[src/rtl/core_run_ctrl_pkg.sv]
// Shared types and constants for the core run controller: state encoding,
// the default halt instruction and the reset values of the control outputs.
package core_run_ctrl_pkg;

    typedef enum logic [2:0] {
        S_IDLE,
        S_LOAD,
        S_HOLD,
        S_RUN,
        S_DONE
    } run_state_t;

    // addi x0,x0,0 -- the canonical RISC-V nop, used as the end-of-program marker
    localparam logic [31:0] NOP_INSTR = 32'h0000_0013;

    localparam run_state_t RST_STATE      = S_IDLE;
    localparam logic       RST_CORE_RESET = 1'b0;
    localparam logic       RST_FLAG       = 1'b0;

endpackage

[src/rtl/core_run_ctrl_halt_detect.sv]
// Consecutive halt-instruction detector: halt pulses combinationally on the
// HALT_COUNT-th back-to-back match while enabled; the count clears when disabled.
module halt_detect
    import core_run_ctrl_pkg::*;
#(
    parameter logic [31:0] HALT_INSTR = NOP_INSTR,
    parameter int unsigned HALT_COUNT = 4
) (
    input  logic        clk,
    input  logic        reset,
    input  logic        en,
    input  logic [31:0] instr,
    output logic        halt
);

    logic [3:0] cnt_q, cnt_d;
    logic       match;

    assign match = (instr == HALT_INSTR);
    assign halt  = en && match && (cnt_q == 4'(HALT_COUNT - 1));

    always_comb begin
        cnt_d = '0;
        if (en && match) begin
            cnt_d = (cnt_q == 4'hF) ? cnt_q : cnt_q + 4'd1;
        end
    end

    always_ff @(posedge clk or negedge reset) begin
        if (!reset) begin
            cnt_q <= '0;
        end else begin
            cnt_q <= cnt_d;
        end
    end

endmodule

[src/rtl/core_run_ctrl.sv]
// Run controller: streams a program into imem, holds the core in reset, runs it
// until a halt pattern or timeout. CORE_RUN_CTRL_STATS_EN enables fetch_count.
module core_run_ctrl
    import core_run_ctrl_pkg::*;
#(
    parameter int unsigned ADDR_WIDTH = 10,
    parameter logic [31:0] HALT_INSTR = NOP_INSTR,
    parameter int unsigned HALT_COUNT = 4,
    parameter int unsigned RST_HOLD   = 2,
    parameter int unsigned CYC_WIDTH  = 32
) (
    input  logic                  clk,
    input  logic                  reset,
    input  logic                  start,
    input  logic                  abort,
    input  logic                  load_valid,
    output logic                  load_ready,
    input  logic [31:0]           load_data,
    input  logic                  load_last,
    output logic                  imem_we,
    output logic [ADDR_WIDTH-1:0] imem_addr,
    output logic [31:0]           imem_wdata,
    output logic                  core_reset,
    input  logic [31:0]           fetch_instr,
    input  logic [CYC_WIDTH-1:0]  timeout_cycles,
    output logic                  busy,
    output logic                  done,
    output logic                  timed_out,
    output logic                  load_overflow,
    output logic [CYC_WIDTH-1:0]  cycle_count,
    output logic [CYC_WIDTH-1:0]  fetch_count
);

    localparam logic [ADDR_WIDTH-1:0] ADDR_MAX = '1;
    localparam logic [ADDR_WIDTH-1:0] ADDR_ONE = {{(ADDR_WIDTH-1){1'b0}}, 1'b1};
    localparam logic [CYC_WIDTH-1:0]  CYC_MAX  = '1;
    localparam logic [CYC_WIDTH-1:0]  CYC_ONE  = {{(CYC_WIDTH-1){1'b0}}, 1'b1};

    run_state_t            state_q, state_d;
    logic [ADDR_WIDTH-1:0] addr_q, addr_d;
    logic [3:0]            hold_q, hold_d;
    logic [CYC_WIDTH-1:0]  cyc_q, cyc_d;
    logic                  core_rst_q, core_rst_d;
    logic                  done_q, done_d;
    logic                  tmo_q, tmo_d;
    logic                  ovf_q, ovf_d;
    logic                  run_en, halt, tmo_hit;

    assign run_en = (state_q == S_RUN);

    halt_detect #(
        .HALT_INSTR (HALT_INSTR),
        .HALT_COUNT (HALT_COUNT)
    ) u_halt_detect (
        .clk   (clk),
        .reset (reset),
        .en    (run_en),
        .instr (fetch_instr),
        .halt  (halt)
    );

    // Widened compare so a saturated counter cannot alias onto a small limit.
    assign tmo_hit = (timeout_cycles != '0) &&
                     (({1'b0, cyc_q} + {{CYC_WIDTH{1'b0}}, 1'b1}) == {1'b0, timeout_cycles});

    always_comb begin
        state_d = state_q;
        addr_d  = addr_q;
        hold_d  = '0;
        cyc_d   = cyc_q;
        done_d  = done_q;
        tmo_d   = tmo_q;
        ovf_d   = ovf_q;
        if (abort) begin
            state_d = S_IDLE;
        end else begin
            case (state_q)
                S_IDLE, S_DONE: begin
                    if (start) begin
                        state_d = S_LOAD;
                        addr_d  = '0;
                        cyc_d   = '0;
                        done_d  = 1'b0;
                        tmo_d   = 1'b0;
                        ovf_d   = 1'b0;
                    end
                end
                S_LOAD: begin
                    if (load_valid) begin
                        if (addr_q != ADDR_MAX) begin
                            addr_d = addr_q + ADDR_ONE;
                        end
                        if (load_last) begin
                            state_d = S_HOLD;
                        end else if (addr_q == ADDR_MAX) begin
                            ovf_d   = 1'b1;
                            state_d = S_HOLD;
                        end
                    end
                end
                S_HOLD: begin
                    if (hold_q == 4'(RST_HOLD - 1)) begin
                        state_d = S_RUN;
                    end else begin
                        hold_d = hold_q + 4'd1;
                    end
                end
                S_RUN: begin
                    if (cyc_q != CYC_MAX) begin
                        cyc_d = cyc_q + CYC_ONE;
                    end
                    if (halt) begin
                        state_d = S_DONE;
                        done_d  = 1'b1;
                    end else if (tmo_hit) begin
                        state_d = S_DONE;
                        tmo_d   = 1'b1;
                    end
                end
                default: state_d = S_IDLE;
            endcase
        end
        core_rst_d = (state_d == S_RUN) || (state_d == S_DONE);
    end

    always_ff @(posedge clk or negedge reset) begin
        if (!reset) begin
            state_q    <= RST_STATE;
            addr_q     <= '0;
            hold_q     <= '0;
            cyc_q      <= '0;
            core_rst_q <= RST_CORE_RESET;
            done_q     <= RST_FLAG;
            tmo_q      <= RST_FLAG;
            ovf_q      <= RST_FLAG;
        end else begin
            state_q    <= state_d;
            addr_q     <= addr_d;
            hold_q     <= hold_d;
            cyc_q      <= cyc_d;
            core_rst_q <= core_rst_d;
            done_q     <= done_d;
            tmo_q      <= tmo_d;
            ovf_q      <= ovf_d;
        end
    end

`ifdef CORE_RUN_CTRL_STATS_EN
    logic [CYC_WIDTH-1:0] fcnt_q, fcnt_d;
    logic                 stats_clr, stats_step;

    assign stats_clr  = !abort && start && (state_q == S_IDLE || state_q == S_DONE);
    assign stats_step = !abort && run_en && (fetch_instr != HALT_INSTR);

    always_comb begin
        fcnt_d = fcnt_q;
        if (stats_clr) begin
            fcnt_d = '0;
        end else if (stats_step && fcnt_q != CYC_MAX) begin
            fcnt_d = fcnt_q + CYC_ONE;
        end
    end

    always_ff @(posedge clk or negedge reset) begin
        if (!reset) begin
            fcnt_q <= '0;
        end else begin
            fcnt_q <= fcnt_d;
        end
    end

    assign fetch_count = fcnt_q;
`else
    assign fetch_count = '0;
`endif

    assign load_ready    = (state_q == S_LOAD);
    assign imem_we       = load_ready && load_valid;
    assign imem_addr     = addr_q;
    assign imem_wdata    = load_ready ? load_data : '0;
    assign core_reset    = core_rst_q;
    assign busy          = (state_q == S_LOAD) || (state_q == S_HOLD) || run_en;
    assign done          = done_q;
    assign timed_out     = tmo_q;
    assign load_overflow = ovf_q;
    assign cycle_count   = cyc_q;

endmodule
[config.mk]
export PLATFORM = sky130hd
export DESIGN_NAME = core_run_ctrl
export DESIGN_NICKNAME = d
export VERILOG_FILES = /design/src/rtl/core_run_ctrl_pkg.sv /design/src/rtl/core_run_ctrl_halt_detect.sv /design/src/rtl/core_run_ctrl.sv
export SDC_FILE = /design/constraint.sdc
export NUM_CORES = 1
export LEC_CHECK = 0
export BUFFER_PORTS_ARGS = -buffer_cell sky130_fd_sc_hd__clkbuf_2
export CORE_MARGIN = 3
export CORE_UTILIZATION = 48
export DETAILED_ROUTE_END_ITERATION = 10
export GPL_ROUTABILITY_DRIVEN = 0
export MAX_ROUTING_LAYER = met4
export PLACE_DENSITY_LB_ADDON = 0.1
export SLEW_MARGIN = 20
export SYNTH_ARGS = -nofsm -noshare
export SYNTH_HDL_FRONTEND = slang
export SYNTH_SLANG_ARGS = --single-unit
[constraint.sdc]
create_clock -name clk -period 4.03 [get_ports clk]
set_input_delay 0.403 -clock clk [delete_from_list [all_inputs] [get_ports clk]]
set_output_delay 0.403 -clock clk [all_outputs]
set_load 0.005 [all_outputs]
==> flow_metrics.env <==
export IMPL_antenna_found_initial=0
export IMPL_post_place_ws_ps=959
export IMPL_ys_seq_area_share_pct=30.6
export IMPL_overflow=0
export IMPL_crit_path_start="cycle_count[0]$_DFFE_PN0P_"
export IMPL_finalSetupViolCount=0
export IMPL_cts_hold_buf=0
export IMPL_synth_flop_cell="dfrtp_1"
export IMPL_drtIter0Drc=255
export IMPL_grt_max_degree=36
export IMPL_portBuffers=182
export IMPL_yosys_area_top_type="dfrtp_1"
export IMPL_critPathKind="reg2reg"
export IMPL_synth_top_area_share_pct=30.6
export IMPL_crit_path_end="timed_out$_DFFE_PN0P_"
export IMPL_final_layout_size_suffix_gt1_share_pct=28.6
export IMPL_cts_path_max_buffers=2
export IMPL_hpwl_um=11500
export IMPL_via_per_inst=5.65
export IMPL_clock_latency_ps=340
export IMPL_placementRows=35
export IMPL_synth_area_top_cells="dfrtp_1, xnor2_1, and3_1, buf_4, o21ai_0"
export IMPL_endpoint_kind="register"
export IMPL_nNetsFinal=859
export IMPL_r2r_start="cycle_count[0]$_DFFE_PN0P_"
export IMPL_p_leak_nw=2.80
export IMPL_yosys_area_share_adder_pct=1.34
export IMPL_peakVddDrop_v=0.000184
export IMPL_ys_types=59
export IMPL_ios=215
export IMPL_power_density_cell_area_nw_per_um2=298
export IMPL_cts_resized_gates=0
export IMPL_reg2reg_slack_ps=860
export IMPL_rsz0062_at_grt="false"
export IMPL_fp_dieH_um=105
export IMPL_routed_wirelength_um=14900
export IMPL_drtAntennaViolNets=0
export IMPL_start_util_pct=49.9
export IMPL_relSlewSlack_pct=48.9
export IMPL_max_freq_ghz=0.316
export IMPL_core_um2=9330
export IMPL_clkSinkCount=57
export IMPL_fin_crit_sh_pct=78.6
export IMPL_fp_dieW_um=105
export IMPL_post_cts_buffers=0
export IMPL_cts_clk_slew_worst_paths_ps=70
export IMPL_synth_xor_area_share_pct=10.5
export IMPL_nFillCells=912
export IMPL_cts_buffers=9
export IMPL_grt_pass1_wl_um=23800
export IMPL_async_flop_share_pct=100
export IMPL_synth_mux_area_share_pct=0.645
export IMPL_fin_crit_ps=3170
export IMPL_finalHoldViolCount=0
export IMPL_finalClockSkew_ps=7.15
export IMPL_syn_avg_cell_area_um2=8.02
export IMPL_synth_compound_area_share_pct=16.1
export IMPL_synthCells=581
export IMPL_r2r_cells=10
export IMPL_cts_htree_levels=3
export IMPL_wire_per_inst_um=16.9
export IMPL_synth_seq_cells=57
export IMPL_startpoint_type="register"
export IMPL_slew_viol_final=0
export IMPL_drc_errors=0
export IMPL_cp_data_arrival_time_ps=3450
export IMPL_fin_ws_ps=861
export IMPL_area_growth_pct=23.3
export IMPL_reg2reg_to="timed_out$_DFFE_PN0P_"
export IMPL_cts_tree="done"
export IMPL_drt_pass1_iter_count=5
export IMPL_grt_pass1_vias=4748
export IMPL_ys_warn_count=0
export IMPL_synth_most_common_cell="dfrtp_1"
export IMPL_maxCapViolations=0
export IMPL_diodes=0
export IMPL_cp_data_required_time_ps=4320
export IMPL_track_usage_pct=27.2
export IMPL_vias=4999
export IMPL_hold_class="in2async"
export IMPL_synth_edf_count=0
export IMPL_synth_common_cells="dfrtp_1, nor2_1, nand2_1"
export IMPL_syn_area_um2=4660
export IMPL_worstMarginPinSlew_ps=762
export IMPL_status="complete, no violations"
export IMPL_synth_simple_area_share_pct=31.8
export IMPL_synth_top_family_by_area="simple AND/OR/NAND/NOR gates"
export IMPL_fin_tns_setup_ps=0
export IMPL_cts_root_buf="clkbuf_8"
export IMPL_path_max_fanout=14
export IMPL_die_area_um2=10900
## registers in the layout, summed over array words and instances (netlist names)
| signal | cells |
|---|---|
| timed_out | 1 |
| cycle_count | 32 |
| state_q | 3 |
| u_halt_detect.cnt_q | 4 |
| hold_q | 4 |
| core_reset | 1 |
| load_overflow | 1 |
| imem_addr | 10 |
| done | 1 |
## worst min-delay path by stage
stage | from | to | slack (ps) | depth (start not counted)
after floorplan | reset | core_reset$_DFF_PN0_ | 110 | 0
final | reset | imem_addr[5]$_DFFE_PN0P_ | 120 | 1
after detailed placement | done$_DFFE_PN0P_ | done$_DFFE_PN0P_ | 480 | 2
after CTS | reset | cycle_count[7]$_DFFE_PN0P_ | 130 | 1
after global routing | reset | imem_addr[6]$_DFFE_PN0P_ | 160 | 1
after global placement | hold_q[0]$_DFF_PN0_ | hold_q[0]$_DFF_PN0_ | 480 | 1
## per-layer routing
metal	part of all wire (%)	GRT usage, %	up-vias
met2	48	43.8	222
met3	7.1	3.97	34
li1	-	-	2406
met4	2.6	10.1	0
met1	42	34.9	2337
met5	0	-	-
## report_power, final
group	switching, mW	total [mW]	internal [mW]
combinational	0.297	0.519	0.222
clock	0.235	0.564	0.329
sequential	0.0362	0.628	0.592
total	0.568	1.71	1.14
## final cells by class
type	count	area (um2)	share of cell area, %
Multi-Input combinational cell	483	2930	51.1
Timing Repair Buffer	192	986	17.2
Clock buffer	12	165	2.88
Clock inverter	2	37.5	0.653
Sequential cell	57	1430	24.8
Inverter	9	33.8	0.588
Tap cell	129	161	2.81
## layout by cell type, fill, tap and decap left out, types with 24 or more instances in the layout
master    count
clkbuf_2    182
dfrtp_1      57
nor2_1       56
nand2_1      45
o21ai_0      43
xnor2_1      39
and3_1       39
conb_1       32
nor4_1       25
nand3_1      24
## stage by stage
| step | cells | area (um2) | power [mW] | utilization (%) | hold WS, ps |
|---|---|---|---|---|---|
| finish | 884 | 5740 | 1.71 | 61.6 | 125 |
| global route | 884 | 5740 | 1.81 | 61.6 | 158 |
| CTS | 884 | 5740 | 1.72 | 61.6 | 130 |
| detailed placement | 870 | 5540 | 1.15 | 59.4 | 484 |
| global placement | 870 | 5540 | 1.14 | 59.4 | 476 |
| floorplan | 612 | 4770 | 0.937 | - | 107 |
## critical path: stages, from the launching register on
cell and delay [ps]:
dfrtp_1 510, ha_1 300, nand3_1 90, buf_4 210, nor4_4 480, and4b_1 270
o211ai_1 90, a2111oi_0 400, nand4_1 280, or3_1 420, nand2_1 60
## kinds of logic after synthesis
| family | after synthesis |
|---|---|
| simple gates | 267 |
| xor+xnor | 56 |
| flops | 57 |
| compound gates | 120 |
| fa+ha+maj | 5 |
| other cells | 1 |
| mux | 3 |
| buf+inv | 72 |
No activity file was read; power rests on OpenSTA's default activity.
